==> src/rtl/hilo_muldiv_ctrl.sv <==
// HI/LO multiply-divide unit: fixed-latency multiply/accumulate and
// 32-iteration restoring divide, committing results to the HI/LO registers.
module hilo_muldiv_ctrl #(
  parameter int MUL_LAT = 3
) (
  input  logic        clk,
  input  logic        reset,
  input  logic        req_valid,
  input  logic [3:0]  req_op,
  input  logic [31:0] req_a,
  input  logic [31:0] req_b,
  input  logic        flush,
  output logic        busy,
  output logic        done,
  output logic [31:0] hi,
  output logic [31:0] lo
);

  typedef enum logic [1:0] {
    S_IDLE = 2'd0,
    S_MUL  = 2'd1,
    S_DIV  = 2'd2
  } state_e;

  typedef enum logic [3:0] {
    OP_MULT  = 4'd0,
    OP_MULTU = 4'd1,
    OP_DIV   = 4'd2,
    OP_DIVU  = 4'd3,
    OP_MADD  = 4'd4,
    OP_MADDU = 4'd5,
    OP_MSUB  = 4'd6,
    OP_MSUBU = 4'd7,
    OP_MTHI  = 4'd8,
    OP_MTLO  = 4'd9
  } op_e;

  localparam logic [5:0] MUL_LAST = 6'(MUL_LAT - 1);
  localparam logic [5:0] DIV_LAST = 6'd32;

  state_e      state_q;
  logic [3:0]  op_q;
  logic [5:0]  cnt_q;
  logic [31:0] a_q, b_q;
  logic [31:0] quo_q, rem_q, dvs_q;
  logic        neg_quo_q, neg_rem_q, dvs_zero_q;
  logic        done_q;
  logic [31:0] hi_q, lo_q;

  // Operands decoded at the request port for divide set-up
  logic        req_signed;
  logic [31:0] req_a_abs, req_b_abs;

  // Multiply datapath
  logic [63:0] a_ext, b_ext, prod, acc, mul_res;

  // Divide datapath
  logic [32:0] rem_sh, diff;
  logic [31:0] quo_fix, rem_fix;

  always_comb begin
    req_signed = ~req_op[0];
    req_a_abs  = (req_signed && req_a[31]) ? (~req_a + 32'd1) : req_a;
    req_b_abs  = (req_signed && req_b[31]) ? (~req_b + 32'd1) : req_b;
  end

  // Odd opcodes are the unsigned variants; sign- vs zero-extension to 64 bits
  // lets one truncated 64x64 product serve both.
  always_comb begin
    a_ext = op_q[0] ? {32'd0, a_q} : {{32{a_q[31]}}, a_q};
    b_ext = op_q[0] ? {32'd0, b_q} : {{32{b_q[31]}}, b_q};
    prod  = a_ext * b_ext;
    acc   = {hi_q, lo_q};
    case (op_q)
      OP_MADD, OP_MADDU: mul_res = acc + prod;
      OP_MSUB, OP_MSUBU: mul_res = acc - prod;
      default:           mul_res = prod;
    endcase
  end

  // Remainder stays below the divisor, so bit 32 of the difference is set
  // exactly when the trial subtraction must be undone.
  always_comb begin
    rem_sh  = {rem_q, quo_q[31]};
    diff    = rem_sh - {1'b0, dvs_q};
    quo_fix = neg_quo_q ? (~quo_q + 32'd1) : quo_q;
    rem_fix = neg_rem_q ? (~rem_q + 32'd1) : rem_q;
  end

  always_ff @(posedge clk or posedge reset) begin
    if (reset) begin
      state_q    <= S_IDLE;
      op_q       <= '0;
      cnt_q      <= '0;
      a_q        <= '0;
      b_q        <= '0;
      quo_q      <= '0;
      rem_q      <= '0;
      dvs_q      <= '0;
      neg_quo_q  <= 1'b0;
      neg_rem_q  <= 1'b0;
      dvs_zero_q <= 1'b0;
      done_q     <= 1'b0;
      hi_q       <= '0;
      lo_q       <= '0;
    end else begin
      done_q <= 1'b0;
      case (state_q)
        S_IDLE: begin
          if (req_valid && !flush) begin
            case (req_op)
              OP_MTHI: hi_q <= req_a;
              OP_MTLO: lo_q <= req_a;
              OP_DIV, OP_DIVU: begin
                state_q    <= S_DIV;
                op_q       <= req_op;
                cnt_q      <= '0;
                quo_q      <= req_a_abs;
                rem_q      <= '0;
                dvs_q      <= req_b_abs;
                neg_quo_q  <= req_signed && (req_a[31] ^ req_b[31]);
                neg_rem_q  <= req_signed && req_a[31];
                dvs_zero_q <= (req_b == '0);
              end
              OP_MULT, OP_MULTU, OP_MADD, OP_MADDU, OP_MSUB, OP_MSUBU: begin
                state_q <= S_MUL;
                op_q    <= req_op;
                cnt_q   <= '0;
                a_q     <= req_a;
                b_q     <= req_b;
              end
              default: ;
            endcase
          end
        end
        S_MUL: begin
          if (flush) begin
            state_q <= S_IDLE;
          end else if (cnt_q == MUL_LAST) begin
            hi_q    <= mul_res[63:32];
            lo_q    <= mul_res[31:0];
            done_q  <= 1'b1;
            state_q <= S_IDLE;
          end else begin
            cnt_q <= cnt_q + 6'd1;
          end
        end
        S_DIV: begin
          if (flush) begin
            state_q <= S_IDLE;
          end else if (cnt_q == DIV_LAST) begin
            if (!dvs_zero_q) begin
              hi_q <= rem_fix;
              lo_q <= quo_fix;
            end
            done_q  <= 1'b1;
            state_q <= S_IDLE;
          end else begin
            if (diff[32]) begin
              rem_q <= rem_sh[31:0];
              quo_q <= {quo_q[30:0], 1'b0};
            end else begin
              rem_q <= diff[31:0];
              quo_q <= {quo_q[30:0], 1'b1};
            end
            cnt_q <= cnt_q + 6'd1;
          end
        end
        default: state_q <= S_IDLE;
      endcase
    end
  end

  assign busy = (state_q != S_IDLE);
  assign done = done_q;
  assign hi   = hi_q;
  assign lo   = lo_q;

endmodule

==> config.mk <==
export PLATFORM = sky130hd
export DESIGN_NAME = hilo_muldiv_ctrl
export DESIGN_NICKNAME = d
export VERILOG_FILES = /design/src/rtl/hilo_muldiv_ctrl.sv
export SDC_FILE = /design/constraint.sdc
export NUM_CORES = 2
export LEC_CHECK = 0
export ABC_AREA = 1
export BUFFER_PORTS_ARGS = -buffer_cell sky130_fd_sc_hd__buf_2
export CORE_ASPECT_RATIO = 0.75
export CORE_MARGIN = 2
export CORE_UTILIZATION = 55
export DETAILED_ROUTE_END_ITERATION = 16
export PLACE_DENSITY_LB_ADDON = 0.1
export REMOVE_ABC_BUFFERS = 1
export SKIP_LAST_GASP = 1
export SLEW_MARGIN = 20
export SYNTH_ARGS = -nofsm -noshare
export SYNTH_HDL_FRONTEND = slang
export SYNTH_SLANG_ARGS = --single-unit
==> constraint.sdc <==
create_clock -name clk -period 15.65 [get_ports clk]
set_input_delay 2.3475 -clock clk [delete_from_list [all_inputs] [get_ports clk]]
set_output_delay 2.3475 -clock clk [all_outputs]
set_load 0.02 [all_outputs]
==> Flow_metrics.wiki <==
{| class="wikitable"
! Metric !! Value
|-
| Commonest non-fill, non-tap cells in the layout || sky130_fd_sc_hd__inv_1 (2738), sky130_fd_sc_hd__nand2_1 (2268), sky130_fd_sc_hd__fa_1 (1435)
|-
| Die Outline Area || 0.135 sq mm
|-
| Max cap viols || 0
|-
| Startpoint kind of the worst setup timing path || flip-flop
|-
| Total clock sinks || 240
|-
| Cell chosen for the clock root || sky130_fd_sc_hd__clkbuf_16
|-
| Top cell by count, worst path || sky130_fd_sc_hd__inv_1
|-
| Data required time at the worst endpoint || 16.13 ns
|-
| Quantity of gates resized following cts || 0
|-
| Synthesis warning total || 0
|-
| FP Rows || 115
|-
| Setup clock skew after layout || 0.0438 ns
|-
| Maximum number of pins on one net before global-route repair || 110
|-
| Cells after DPL || 11400
|-
| Max Clk Rate || 65.9 MHz
|-
| Number of global-route vias before repair || 64600
|-
| Post-synth EDFFs || 0
|-
| Critical Path End Type || flip-flop
|-
| Post-DP Area || 0.0753 sq mm
|-
| CP peak stage delay || 0.95 ns
|-
| Post-Layout Inst Area || 0.0762 sq mm
|-
| Dominant synthesized flop cell || sky130_fd_sc_hd__dfrtp_1
|-
| Final period demand of the worst path || 15.17 ns
|-
| WP data arrival || 15.65 ns
|-
| Total clock buffers created by CTS || 27
|-
| Drc violations || 0
|-
| GR Util All Layers || 42.3%
|-
| Core Box Area || 0.131 sq mm
|-
| Initial DRC Count || 8115
|-
| Clk slew on worst S/H paths || 0.08 ns
|-
| Wire length of the first global-routing pass || 420000 um
|-
| Post-synthesis async set-or-reset flop share || 100%
|-
| Deepest clock path buffer count || 3
|-
| FILL cells || 12400
|-
| Max_slew headroom || 14.4%
|-
| Setup repair after global routing missed its margin || false
|-
| Layout cells sized above 1 || 5.11%
|-
| X dimension of the die || 423 um
|-
| Hold Path Cell Cnt || 2
|-
| Area of the mapped netlist || 0.0726 sq mm
|-
| Number of failing hold endpoints at the final stage || 0
|-
| Total grt overflow || 0
|-
| Post-route ant nets || 0
|-
| Wire length after detailed routing || 281000 um
|-
| Die Y || 319 um
|-
| Number of nets in the finished design || 11600
|-
| Number of failing setup endpoints in the final timing report || 0
|-
| First-pass DRT Iterations || 6
|-
| Starting density of the core || 55.4%
|-
| Outcome || completed
|-
| Average cell area after synthesis || 7.46 sq um
|-
| Final setup TNS || 0 ns
|-
| Average wire length per cell after detail routing || 24.6 um
|-
| Final weighted congestion in routability-driven placement || 1.13
|-
| Worst Tran Pin Value || 1.27 ns
|-
| Final period utilization || 96.9%
|-
| Total I/O pin count || 138
|-
| Hold-fix buffers at CTS || 0
|-
| Post-CTS setup-driven buffer insertion count || 0
|-
| Commonest non-fill, non-tap cell in the layout || sky130_fd_sc_hd__inv_1
|-
| Setup Crit Path Kind || reg2reg
|-
| Kind of path behind the tightest hold check || reg2reg
|-
| HPWL after detailed placement || 238000 um
|-
| Total count of max-transition violations in the final report || 0
|-
| Number of antenna violations at the first check in global routing || 27
|-
| Synthesis-to-finish area growth || 5.01%
|-
| Logic depth of the worst register-to-register path || 50
|-
| Number of port buffers || 137
|-
| CTS H-tree depth || 1
|-
| Vias per inst || 5.61
|-
| Synthesized netlist cell count || 9732
|-
| Library cell contributing the largest single delay on the critical path || sky130_fd_sc_hd__dfrtp_1
|-
| Number of storage elements in the synthesis netlist || 240
|-
| Biggest fanout along the worst timing path || 12
|-
| TritonCTS clock tree || yes
|-
| Distinct cell type count of the synthesized netlist || 67
|-
| Clock Latency Late Sink || 0.66 ns
|-
| Smallest hold slack || 0.487 ns
|-
| Final cell count without fillers || 11500
|-
| Share of the yosys chip area belonging to registers || 8.27%
|-
| Total vias in the final route || 64300
|}
## metrics by stage
step           util, %  setup slack, ns
6_report          58.1            0.478
5_1_grt           58.1          0.00703
4_1_cts           58.1            0.999
3_5_place_dp      57.4             1.02
3_3_place_gp      57.4            0.911
2_1_floorplan        -             4.36
## sequential cells by signal, indices dropped and copies added, names as in the netlist
register	count
neg_quo_q	1
cnt_q	6
neg_rem_q	1
dvs_q	32
lo	32
a_q	32
quo_q	32
op_q	4
done	1
b_q	32
state_q	2
hi	32
dvs_zero_q	1
rem_q	32
## logic make-up (layout without fill, tap and decap cells)
| family | count (synthesis) | in the layout | share of synthesized area [%] |
|---|---|---|---|
| xor gates and xnor gates | 192 | 192 | 2.37 |
| buffers and inverters | 3135 | 3088 | 16.2 |
| muxes | 7 | 7 | 0.109 |
| AOI/OAI and AO/OA | 973 | 973 | 7.50 |
| and+or+nand+nor | 3344 | 3344 | 18.9 |
| adders and majority gates | 1841 | 1841 | 46.6 |
| DFF | 240 | 240 | 8.27 |
| other | 0 | 13 | 0 |
## synthesized netlist by cell type (all sizes together), types with 38 or more instances
cell,count,share of area [%]
a21boi,38,0.39
a21oi,309,2.1
clkbuf,351,1.8
dfrtp,240,8.3
fa,1435,40
ha,406,7.0
inv,2752,14
nand2,2287,12
nand3,275,2.0
nand4,52,0.49
nor2,550,2.9
nor3,99,0.92
o21ai,444,3.1
xnor2,54,0.68
xor2,138,1.7
## final cells by class
type                            instances  area [sq um]  area share (%)
Sequential cell                       240          6020            7.89
Antenna cell                           13          32.5          0.0427
Multi-Input combinational cell       6357         54800            71.9
Timing Repair Buffer                  281          1880            2.47
Inverter                             2757         10400            13.6
Clock inverter                         15           184           0.241
Clock buffer                           35           726           0.952
Tap cell                             1755          2200            2.88
## per-layer routing
layer / global-route usage, % / up-vias / routed length, um
li1: - / 28300 / -
met2: 56.0 / 3891 / 107000
met1: 62.1 / 31600 / 118000
met3: 17.9 / 492 / 45000
met4: 13.0 / 30 / 10800
met5: 0.709 / - / 285
## worst max-delay path: cells and delay by family, from the launching register on
kind                     cells  cell delay [ns]
AO/OA/AOI/OAI                7             2.00
buffers and inverters       13             1.39
AND/OR/NAND/NOR             17             4.04
XOR/XNOR                     1             0.17
adder cells (fa/ha/maj)     12             6.44
flip-flops                   1             0.95
## worst paths after layout
path,startpoint,to,slack [ns]
hold / removal,dvs_q[31],dvs_q[31],0.49
setup / recovery,a_q[31],hi[29],0.48
hold reg to reg,dvs_q[31],dvs_q[31],0.49
min in group asynchronous,reset,b_q[18],1.83
max in group asynchronous,reset,hi[30],12.14
setup reg to reg,a_q[31],hi[29],0.48
Power is not shown: default switching activity piles up to over one toggle a cycle in this logic, so the estimate is an artifact.
